--- src/rtl/mem_arbiter_pkg.sv ---
// Shared encodings, default widths and small helpers for the memory arbiter.
package mem_arbiter_pkg;

  // Widths of the memory_unit command port.
  localparam int MEM_ADDR_W = 16;
  localparam int MEM_DATA_W = 32;

  // Cycles with ready held high before a command counts as a zero-latency completion.
  localparam int ACK_WINDOW_DEF = 4;

  // Arbiter state encodings (3-bit, kept as plain constants for legacy users).
  localparam logic [2:0] ARB_IDLE      = 3'd0;
  localparam logic [2:0] ARB_ISSUE     = 3'd1;
  localparam logic [2:0] ARB_WAIT_LOW  = 3'd2;
  localparam logic [2:0] ARB_WAIT_HIGH = 3'd3;
  localparam logic [2:0] ARB_DONE      = 3'd4;
  localparam logic [2:0] ARB_HOLD      = 3'd5;

  // Requester indices.
  localparam int REQ_MTU   = 0;
  localparam int REQ_EXEC  = 1;
  localparam int REQ_CELL  = 2;
  localparam int REQ_INCR  = 3;
  localparam int REQ_EQUAL = 4;

  // memory_unit command codes.
  typedef enum logic [1:0] {
    MEM_READ  = 2'd0,
    MEM_WRITE = 2'd1
  } mem_func_e;

  // Next round-robin index, wrapping n-1 back to 0.
  function automatic logic [2:0] wrap_inc(input logic [2:0] idx, input int n);
    return (int'(idx) >= n - 1) ? 3'd0 : idx + 3'd1;
  endfunction

endpackage

--- src/rtl/mem_arbiter_rr_pick.sv ---
// Rotating-priority encoder: first set request at or after the pointer, wrapping.
module mem_arbiter_rr_pick #(
  parameter int N     = 5,
  parameter int IDX_W = 3
) (
  input  logic [N-1:0]     req_i,
  input  logic [IDX_W-1:0] ptr_i,
  output logic [N-1:0]     grant_o,
  output logic [IDX_W-1:0] idx_o,
  output logic             any_o
);

  localparam int PW = IDX_W + 1;

  logic [PW-1:0] pos;
  logic          found;

  // Scan N positions starting at the pointer; the first hit wins.
  always_comb begin
    grant_o = '0;
    idx_o   = '0;
    found   = 1'b0;
    pos     = '0;
    for (int k = 0; k < N; k++) begin
      pos = {1'b0, ptr_i} + PW'(k);
      if (pos >= PW'(N)) begin
        pos = pos - PW'(N);
      end
      if (!found && req_i[pos[IDX_W-1:0]]) begin
        found                    = 1'b1;
        grant_o[pos[IDX_W-1:0]] = 1'b1;
        idx_o                    = pos[IDX_W-1:0];
      end
    end
    any_o = found;
  end

endmodule

--- src/rtl/mem_arbiter.sv ---
// Round-robin arbiter in front of the single memory_unit port, with owner lock.
module mem_arbiter
  import mem_arbiter_pkg::*;
#(
  parameter int NUM_REQ    = 5,
  parameter int ADDR_W     = MEM_ADDR_W,
  parameter int DATA_W     = MEM_DATA_W,
  parameter int ACK_WINDOW = ACK_WINDOW_DEF
) (
  input  logic                      clk,
  input  logic                      rst,
  input  logic [NUM_REQ-1:0]        req,
  input  logic [NUM_REQ-1:0]        req_lock,
  input  logic [2*NUM_REQ-1:0]      req_func,
  input  logic [ADDR_W*NUM_REQ-1:0] req_addr1,
  input  logic [ADDR_W*NUM_REQ-1:0] req_addr2,
  input  logic [DATA_W*NUM_REQ-1:0] req_wdata,
  output logic [NUM_REQ-1:0]        grant,
  output logic [NUM_REQ-1:0]        done,
  output logic [2:0]                owner,
  input  logic                      mem_ready,
  output logic                      mem_execute,
  output logic [1:0]                mem_func,
  output logic [ADDR_W-1:0]         address1,
  output logic [ADDR_W-1:0]         address2,
  output logic [DATA_W-1:0]         write_data,
  output logic                      busy
);

  localparam int IDX_W = 3;
  localparam int CNT_W = $clog2(ACK_WINDOW + 1);

  logic [2:0]         state_q, state_d;
  logic [IDX_W-1:0]   ptr_q, ptr_d;
  logic [IDX_W-1:0]   owner_q, owner_d;
  logic [NUM_REQ-1:0] grant_q, grant_d;
  logic [NUM_REQ-1:0] done_q, done_d;
  logic               exec_q, exec_d;
  logic [CNT_W-1:0]   cnt_q, cnt_d;
  logic [1:0]         func_q, func_d;
  logic [ADDR_W-1:0]  addr1_q, addr1_d;
  logic [ADDR_W-1:0]  addr2_q, addr2_d;
  logic [DATA_W-1:0]  wdata_q, wdata_d;

  logic               load_cmd;
  logic [IDX_W-1:0]   load_idx;

  logic [NUM_REQ-1:0] pick_grant;
  logic [IDX_W-1:0]   pick_idx;
  logic               pick_any;

  // Per-requester views of the packed command buses.
  logic [1:0]         func_arr  [NUM_REQ];
  logic [ADDR_W-1:0]  addr1_arr [NUM_REQ];
  logic [ADDR_W-1:0]  addr2_arr [NUM_REQ];
  logic [DATA_W-1:0]  wdata_arr [NUM_REQ];

  genvar gi;
  generate
    for (gi = 0; gi < NUM_REQ; gi++) begin : g_unpack
      assign func_arr[gi]  = req_func[2*gi +: 2];
      assign addr1_arr[gi] = req_addr1[ADDR_W*gi +: ADDR_W];
      assign addr2_arr[gi] = req_addr2[ADDR_W*gi +: ADDR_W];
      assign wdata_arr[gi] = req_wdata[DATA_W*gi +: DATA_W];
    end
  endgenerate

  mem_arbiter_rr_pick #(
    .N     (NUM_REQ),
    .IDX_W (IDX_W)
  ) u_pick (
    .req_i   (req),
    .ptr_i   (ptr_q),
    .grant_o (pick_grant),
    .idx_o   (pick_idx),
    .any_o   (pick_any)
  );

  // Control FSM: arbitrate in IDLE, strobe once, follow the ready handshake, pulse done.
  // The WAIT_LOW window is checked one cycle after the counter reaches ACK_WINDOW,
  // so a memory that never drops ready completes 2+ACK_WINDOW cycles after grant.
  always_comb begin
    state_d  = state_q;
    ptr_d    = ptr_q;
    owner_d  = owner_q;
    grant_d  = grant_q;
    done_d   = '0;
    exec_d   = 1'b0;
    cnt_d    = cnt_q;
    load_cmd = 1'b0;
    load_idx = owner_q;
    case (state_q)
      ARB_IDLE: begin
        if (mem_ready && pick_any) begin
          grant_d  = pick_grant;
          owner_d  = pick_idx;
          load_cmd = 1'b1;
          load_idx = pick_idx;
          exec_d   = 1'b1;
          state_d  = ARB_ISSUE;
        end
      end
      ARB_ISSUE: begin
        cnt_d   = '0;
        state_d = ARB_WAIT_LOW;
      end
      ARB_WAIT_LOW: begin
        if (!mem_ready) begin
          state_d = ARB_WAIT_HIGH;
        end else if (cnt_q == CNT_W'(ACK_WINDOW)) begin
          done_d  = grant_q;
          state_d = ARB_DONE;
        end else begin
          cnt_d = cnt_q + CNT_W'(1);
        end
      end
      ARB_WAIT_HIGH: begin
        if (mem_ready) begin
          done_d  = grant_q;
          state_d = ARB_DONE;
        end
      end
      ARB_DONE, ARB_HOLD: begin
        if (!req_lock[owner_q]) begin
          grant_d = '0;
          ptr_d   = wrap_inc(owner_q, NUM_REQ);
          state_d = ARB_IDLE;
        end else if (state_q == ARB_DONE) begin
          state_d = ARB_HOLD;
        end else if (req[owner_q] && mem_ready) begin
          load_cmd = 1'b1;
          exec_d   = 1'b1;
          state_d  = ARB_ISSUE;
        end
      end
      default: begin
        grant_d = '0;
        state_d = ARB_IDLE;
      end
    endcase
  end

  // Command capture: the selected requester's slice is frozen until the next issue.
  always_comb begin
    func_d  = func_q;
    addr1_d = addr1_q;
    addr2_d = addr2_q;
    wdata_d = wdata_q;
    if (load_cmd) begin
      func_d  = func_arr[load_idx];
      addr1_d = addr1_arr[load_idx];
      addr2_d = addr2_arr[load_idx];
      wdata_d = wdata_arr[load_idx];
    end
  end

  // State and output registers; reset abandons any command in flight.
  always_ff @(posedge clk) begin
    if (rst) begin
      state_q <= ARB_IDLE;
      ptr_q   <= '0;
      owner_q <= '0;
      grant_q <= '0;
      done_q  <= '0;
      exec_q  <= 1'b0;
      cnt_q   <= '0;
      func_q  <= '0;
      addr1_q <= '0;
      addr2_q <= '0;
      wdata_q <= '0;
    end else begin
      state_q <= state_d;
      ptr_q   <= ptr_d;
      owner_q <= owner_d;
      grant_q <= grant_d;
      done_q  <= done_d;
      exec_q  <= exec_d;
      cnt_q   <= cnt_d;
      func_q  <= func_d;
      addr1_q <= addr1_d;
      addr2_q <= addr2_d;
      wdata_q <= wdata_d;
    end
  end

  assign grant       = grant_q;
  assign done        = done_q;
  assign owner       = owner_q;
  assign mem_execute = exec_q;
  assign mem_func    = func_q;
  assign address1    = addr1_q;
  assign address2    = addr2_q;
  assign write_data  = wdata_q;
  assign busy        = (state_q != ARB_IDLE);

endmodule

--- config.mk ---
export PLATFORM = sky130hd
export DESIGN_NAME = mem_arbiter
export DESIGN_NICKNAME = d
export VERILOG_FILES = /design/src/rtl/mem_arbiter_pkg.sv /design/src/rtl/mem_arbiter_rr_pick.sv /design/src/rtl/mem_arbiter.sv
export SDC_FILE = /design/constraint.sdc
export NUM_CORES = 1
export LEC_CHECK = 0
export ABC_CLOCK_PERIOD_IN_PS = 12600
export CORE_AREA = 4 4 162 164
export CTS_CLUSTER_SIZE = 25
export DETAILED_ROUTE_END_ITERATION = 6
export DIE_AREA = 0 0 166 168
export GPL_TIMING_DRIVEN = 0
export PLACE_DENSITY = 0.64
export SLEW_MARGIN = 20
export SYNTH_ARGS = -nofsm -noshare
export SYNTH_HDL_FRONTEND = slang
export SYNTH_SLANG_ARGS = --single-unit
--- constraint.sdc ---
create_clock -name clk -period 12.6 [get_ports clk]
set_input_delay 3.78 -clock clk [delete_from_list [all_inputs] [get_ports clk]]
set_output_delay 3.78 -clock clk [all_outputs]
set_load 0.005 [all_outputs]
==> out/metrics.csv, run 1 <==
metric,value,unit
fp.dieW,166,µm
clk_pin_slew,0.07,ns
grt-ovfl-total,0,
r2r_start,ptr_q[1],
final_antenna_net_count,0,
yosys.area.top_type,dfxtp_1,
grt_pass1_vias,7746,
cp.depth,13,
design_area,0.0121,mm²
vdd_ir_drop_max,67.8,µV
grt_usage,25.5,%
slew_violations,0,
synth_edf_count,0,
cts_buffer_depth,2,
dieArea,0.0279,mm²
antenna_found_initial,12,
dp_hpwl,30800,µm
synthArstFlopShare,0,%
setup_tns,0,ns
clock_sinks,89,
fmax,138,MHz
startpoint,req[3],
rsz0062_at_grt,false,
worst_path_dominant_cell_family,buffers and inverters,
p_per_area,86.9,mW/mm²
synth_ff_type,dfxtp_1,
r2r_cells,17,
yosys_warnings,0,
ff_latch_area,0.00178,mm²
fin_skew,0.00994,ns
nets,1500,
syn_to_final_growth,69.8,%
port_buffers,423,
slowest_delay,0.68,ns
layout_min_cycle_time,7.23,ns
wire_per_inst,25.4,µm
place_area,0.0118,mm²
worstMarginPinSlew,0.713,ns
hold_class,flop to flop,
cts_tree,yes,
crit_chain,clkdlybuf4s50_1 > inv_1 > o21ai_0 > o221a_2 > o2bb2ai_1 > or4b_1 > o32ai_2 > a31oi_2 > a21oi_2 > buf_6 > bufbuf_8 > mux2i_1 > o221ai_1,
path_max_fanout,10,
synth_cell_types,96,
relSlewSlack,51.9,%
vias,8039,
syn_inst,710,
cp_slowest_cell,clkdlybuf4s50_1,
start_kind,input pin,
cts_root_buf,clkbuf_16,
hold_viol,0,
clock_latency,0.35,ns
gp_congestion,0.903,
die_y,168,µm
drtPass1Iterations,5,
cap_violations,0,
drive_above_1_share,12.3,%
worstSetupPathType,input pin to flop,
critical_path_required,12.79,ns
crit_arrival,7.42,ns
multi_input_comb_area,0.00464,mm²
ctsResizeCount,0,
setup.worst_path.end_class,flop,
outcome,"finished, final reports clean",
ys_top_cells_by_count,"mux2i_1 (134), dfxtp_1 (89), a22oi_1 (66)",
dr.first_iter.drc_count,538,
syn_avg_cell_area,10.0,µm²
cts_made_buffers,9,
p_leak,5.00,nW
wirelength,37600,µm
critPathCapture,write_data[3],
viasPerCell,5.43,
yosysTopAreaCellShare,25.0,%
syn_area,0.00713,mm²
reg2reg_to,address1[5],
num_io_pins,424,
grt_max_degree,16,
synth-seq-cells,89,
path_buf_inv,4,
post-cts-setup-buffers,0,
setup_viol,0,
cts.hold.buffers_added,0,
grt_pass1_wl,54000,µm
yosysMostFrequentCell,mux2i_1,
start_util,28.7,%
synth_area_leaders,"dfxtp_1 (25%), mux2i_1 (19%), a22oi_1 (6.9%)",
rows,58,
postSynthNetCount,1066,
drcViolationCount,0,
core,0.0249,mm²
htreeDepth,3,
n_fill_cell,2376,
post-route-period-util,57.4,%
rrSetupSlack,7.50,ns
seq_area_frac_synth,25.0,%
-- worst reg2reg max path, delay by kind of cell (launching register included) --
family | cells | cell delay [ns]
and+or+nand+nor | 2 | 0.37
muxes | 1 | 0.40
adders and majority gates | 2 | 0.59
AOI/OAI and AO/OA | 6 | 1.76
buffers and inverters | 6 | 1.46
DFF | 1 | 0.46
-- per-stage QoR --
step	setup slack, ns	instances	hold slack (ns)	util, %	total power, mW
floorplan	6.37	710	0.468	-	0.512
global placement	5.09	1463	0.457	47.3	0.746
detailed placement	5.08	1463	0.469	47.3	0.747
CTS	5.44	1479	0.486	48.6	1.06
global route	5.17	1479	0.513	48.6	1.10
finish	5.37	1480	0.476	48.7	1.05
-- flip-flops by register name (all words and copies together), names as in the netlist, 2 cells and up --
signal / cells
write_data: 32
address1: 16
address2: 16
done: 5
grant: 5
cnt_q: 3
owner: 3
ptr_q: 3
state_q: 3
mem_func: 2
-- logic make-up (layout without fill, tap and decap cells) --
logic type,Yosys count,count (layout),share of synthesized area (%)
fa+ha+maj,13,13,2.39
buf+inv,79,518,10.0
other cells,0,1,0
mux,145,145,21.1
compound gates,243,243,30.2
flops,89,89,25.0
simple gates,132,132,9.96
xor+xnor,9,9,1.32
-- report_power, final --
part,switching [mW],internal [mW],total [mW]
clock,0.129,0.180,0.309
combinational,0.164,0.243,0.407
sequential,0.0240,0.313,0.337
-- layout by cell type, fill, tap and decap left out, types with 4 or more instances in the layout --
master | netlist | layout
mux2_2 | 5 | 5
and2_1 | 7 | 7
dfxtp_1 | 89 | 89
and3_1 | 6 | 6
clkbuf_16 | 0 | 9
o21ai_0 | 20 | 20
nand2_1 | 24 | 24
buf_4 | 9 | 9
a31oi_1 | 7 | 7
o221ai_2 | 32 | 32
clkdlybuf4s50_1 | 0 | 423
nor2_1 | 32 | 32
o211ai_1 | 6 | 6
xnor2_1 | 7 | 7
inv_1 | 18 | 18
nand3_1 | 14 | 14
ha_1 | 12 | 12
a21oi_1 | 20 | 20
a22oi_1 | 66 | 66
o221ai_1 | 34 | 34
clkbuf_1 | 6 | 6
buf_12 | 9 | 9
o21a_1 | 6 | 6
nor3_1 | 9 | 9
o21ai_1 | 4 | 4
nor2b_1 | 5 | 5
buf_6 | 12 | 12
bufbuf_8 | 5 | 5
nand2b_1 | 4 | 4
mux2i_1 | 134 | 134
buf_2 | 11 | 11
or3_1 | 5 | 5
-- how the worst min path moves through the flow --
stage | startpoint | cells past startpoint | slack [ns] | to
after floorplan | grant[1] | 2 | 0.47 | grant[1]
after global routing | grant[3] | 1 | 0.51 | done[3]
final | mem_func[0] | 1 | 0.48 | mem_func[0]
after detailed placement | mem_func[0] | 1 | 0.47 | mem_func[0]
after CTS | mem_func[0] | 1 | 0.49 | mem_func[0]
after global placement | mem_func[0] | 1 | 0.46 | mem_func[0]
-- metal layers --
metal,global-route usage [%],wire length [µm],part of all wire [%],vias up
met5,0,117,0.31,-
met4,5.06,568,1.5,20
met3,13.0,4770,13,51
met2,36.9,16000,43,391
met1,34.2,16100,43,3878
li1,-,-,-,3699
-- layout make-up --
cell class,count,share of cell area (%)
clock buffer,10,1.97
multi-input combinational,542,38.3
buffer,59,5.28
timing repair buffer,423,35.0
inverter,20,0.640
clock inverter,6,0.733
antenna,1,0.0207
sequential,89,14.7
tap,330,3.41
No activity file was read; power rests on OpenSTA's default activity.
==> run 2, diff against run 1 <==
--- a/config.mk
+++ b/config.mk
@@ -5,13 +5,13 @@
 export SDC_FILE = /design/constraint.sdc
 export NUM_CORES = 1
 export LEC_CHECK = 0
-export ABC_CLOCK_PERIOD_IN_PS = 12600
+export ABC_CLOCK_PERIOD_IN_PS = 6300
 export CORE_AREA = 4 4 162 164
 export CTS_CLUSTER_SIZE = 25
 export DETAILED_ROUTE_END_ITERATION = 6
 export DIE_AREA = 0 0 166 168
 export GPL_TIMING_DRIVEN = 0
-export PLACE_DENSITY = 0.64
+export PLACE_DENSITY = 0.67
 export SLEW_MARGIN = 20
 export SYNTH_ARGS = -nofsm -noshare
 export SYNTH_HDL_FRONTEND = slang
==> constraint.sdc (replaced) <==
create_clock -name clk -period 6.3 [get_ports clk]
set_input_delay 1.89 -clock clk [delete_from_list [all_inputs] [get_ports clk]]
set_output_delay 1.89 -clock clk [all_outputs]
set_load 0.005 [all_outputs]
==> run 2 against run 1 <==
Critical path depth unchanged. Combinational power grew 100%. Critical endpoint is now write_data[1]. Clock skew grew 0.0035 ns. First-iteration DRC count is 24% higher. Global-route usage shrank 0.41 points. Non-clock buffer count unchanged. Clock power grew 70%. Routed wire length is 0.55% lower. Highest routed layer unchanged. Sequential power increased by 100%. Power is 92% higher. Clock-buffer cell count unchanged.
==> out/metrics.csv, run 2 (same netlist as run 1, synthesis figures left out) <==
metric,value,unit
cts_buffer_depth,2,
grt_pass1_wl,52900,µm
final_common_cell,clkdlybuf4s50_1,
vias,8083,
gp_congestion,0.928,
cp_slowest_cell,clkdlybuf4s50_1,
grt_pass1_vias,7748,
clock_sinks,89,
vdd_ir_drop_max,105,µV
outcome,"finished, final reports clean",
slowest_delay,0.68,ns
antenna_found_initial,7,
ctsResizeCount,0,
setup_viol,0,
setup_tns,0,ns
largest_register_ffs,32,
r2r_cells,17,
dr.first_iter.drc_count,665,
p_comb_share,40.5,%
swShare,31.4,%
p_int,1.38,mW
dp_slack,0.603,ns
htreeDepth,3,
dieArea,0.0279,mm²
critical_path_required,6.51,ns
drcViolationCount,0,
holdPathStages,1,
num_io_pins,424,
cts.hold.buffers_added,0,
fmax,183,MHz
die_y,168,µm
hold_viol,0,
drive_above_1_share,12.2,%
port_buffers,423,
timing.final.ws_setup,0.836,ns
rows,58,
clock_power_share,26.0,%
rsz0062_at_grt,false,
post-cts-setup-buffers,0,
p_sw,634,µW
nets,1500,
cap_violations,0,
grt_usage,25.1,%
path_max_fanout,10,
dp_hpwl,30600,µm
p_per_area,167,mW/mm²
drtPass1Iterations,5,
p_leak,4.98,nW
grt-ovfl-total,0,
relSlewSlack,50.3,%
slew_violations,0,
wire_per_inst,25.2,µm
pwr-share-seq,33.4,%
cts_tree,yes,
worstSetupPathType,input pin to flop,
fin_skew,0.0135,ns
layout_min_cycle_time,5.46,ns
clk_pin_slew,0.07,ns
syn_to_final_growth,69.0,%
start_kind,input pin,
viasPerCell,5.45,
start_util,28.7,%
setup.worst_path.end_class,flop,
crit_chain,clkdlybuf4s50_1 > inv_1 > o21ai_0 > o221a_2 > o2bb2ai_1 > or4b_1 > o32ai_2 > a31oi_2 > a21oi_2 > buf_6 > bufbuf_8 > mux2i_1 > o221ai_1,
fp.dieW,166,µm
final_antenna_net_count,0,
core,0.0249,mm²
wirelength,37400,µm
crit_arrival,5.68,ns
post-route-period-util,86.7,%
grt_max_degree,16,
worstMarginPinSlew,0.738,ns
clock_latency,0.35,ns
cts_made_buffers,9,
hold_class,flop to flop,
cts_root_buf,clkbuf_16,
most-common-layout-cells,"clkdlybuf4s50_1 (423), mux2i_1 (134), dfxtp_1 (89)",
run 2: worst paths after layout:
| check | start | end | slack [ns] |
|---|---|---|---|
| setup reg to reg | ptr_q[1] | address1[7] | 1.17 |
| setup / recovery | req[3] | write_data[1] | 0.84 |
| hold / removal | mem_func[0] | mem_func[0] | 0.48 |
| hold reg to reg | mem_func[0] | mem_func[0] | 0.48 |
run 2: power groups by stage:
stage	clock [mW]	combinational, mW	sequential (mW)
3_3_place_gp	0	0.813	0.684
3_5_place_dp	0	0.813	0.683
2_1_floorplan	0	0.348	0.675
6_report	0.525	0.817	0.674
5_1_grt	0.560	0.864	0.680
4_1_cts	0.536	0.819	0.672
run 2: cell type report:
class,count,area (µm²)
fillers,2384,12800
multi-input cells,542,4640
repair buffers,423,4230
flip-flops and latches,89,1780
plain buffers,59,639
well taps,330,413
clock buffers,10,229
inverters,20,77.6
clock inverters,6,42.5
diodes,3,7.51
run 2: worst max-delay path: cells and delay by family:
kind	cells	cell delay, ns
buf+inv	4	1.34
compound gates	7	1.34
simple gates	1	0.59
mux	1	0.49
run 2: metrics by stage:
step           cell area, µm²  util, %  power, mW  cells  hold WS [ns]
6_report                12100     48.5       2.02   1482         0.477
5_1_grt                 12100     48.4       2.10   1480         0.505
4_1_cts                 12100     48.4       2.03   1479         0.479
3_5_place_dp            11800     47.3       1.50   1463         0.461
3_3_place_gp            11800     47.3       1.50   1463         0.461
2_1_floorplan            7130        -       1.02    710         0.468
run 2: metal layers:
metal	track usage, %	up-vias	routed length (µm)
met5	0	-	69
met4	6.38	10	606
met3	9.37	44	4310
met2	36.6	445	16000
met1	34.9	3882	16400
li1	-	3702	-
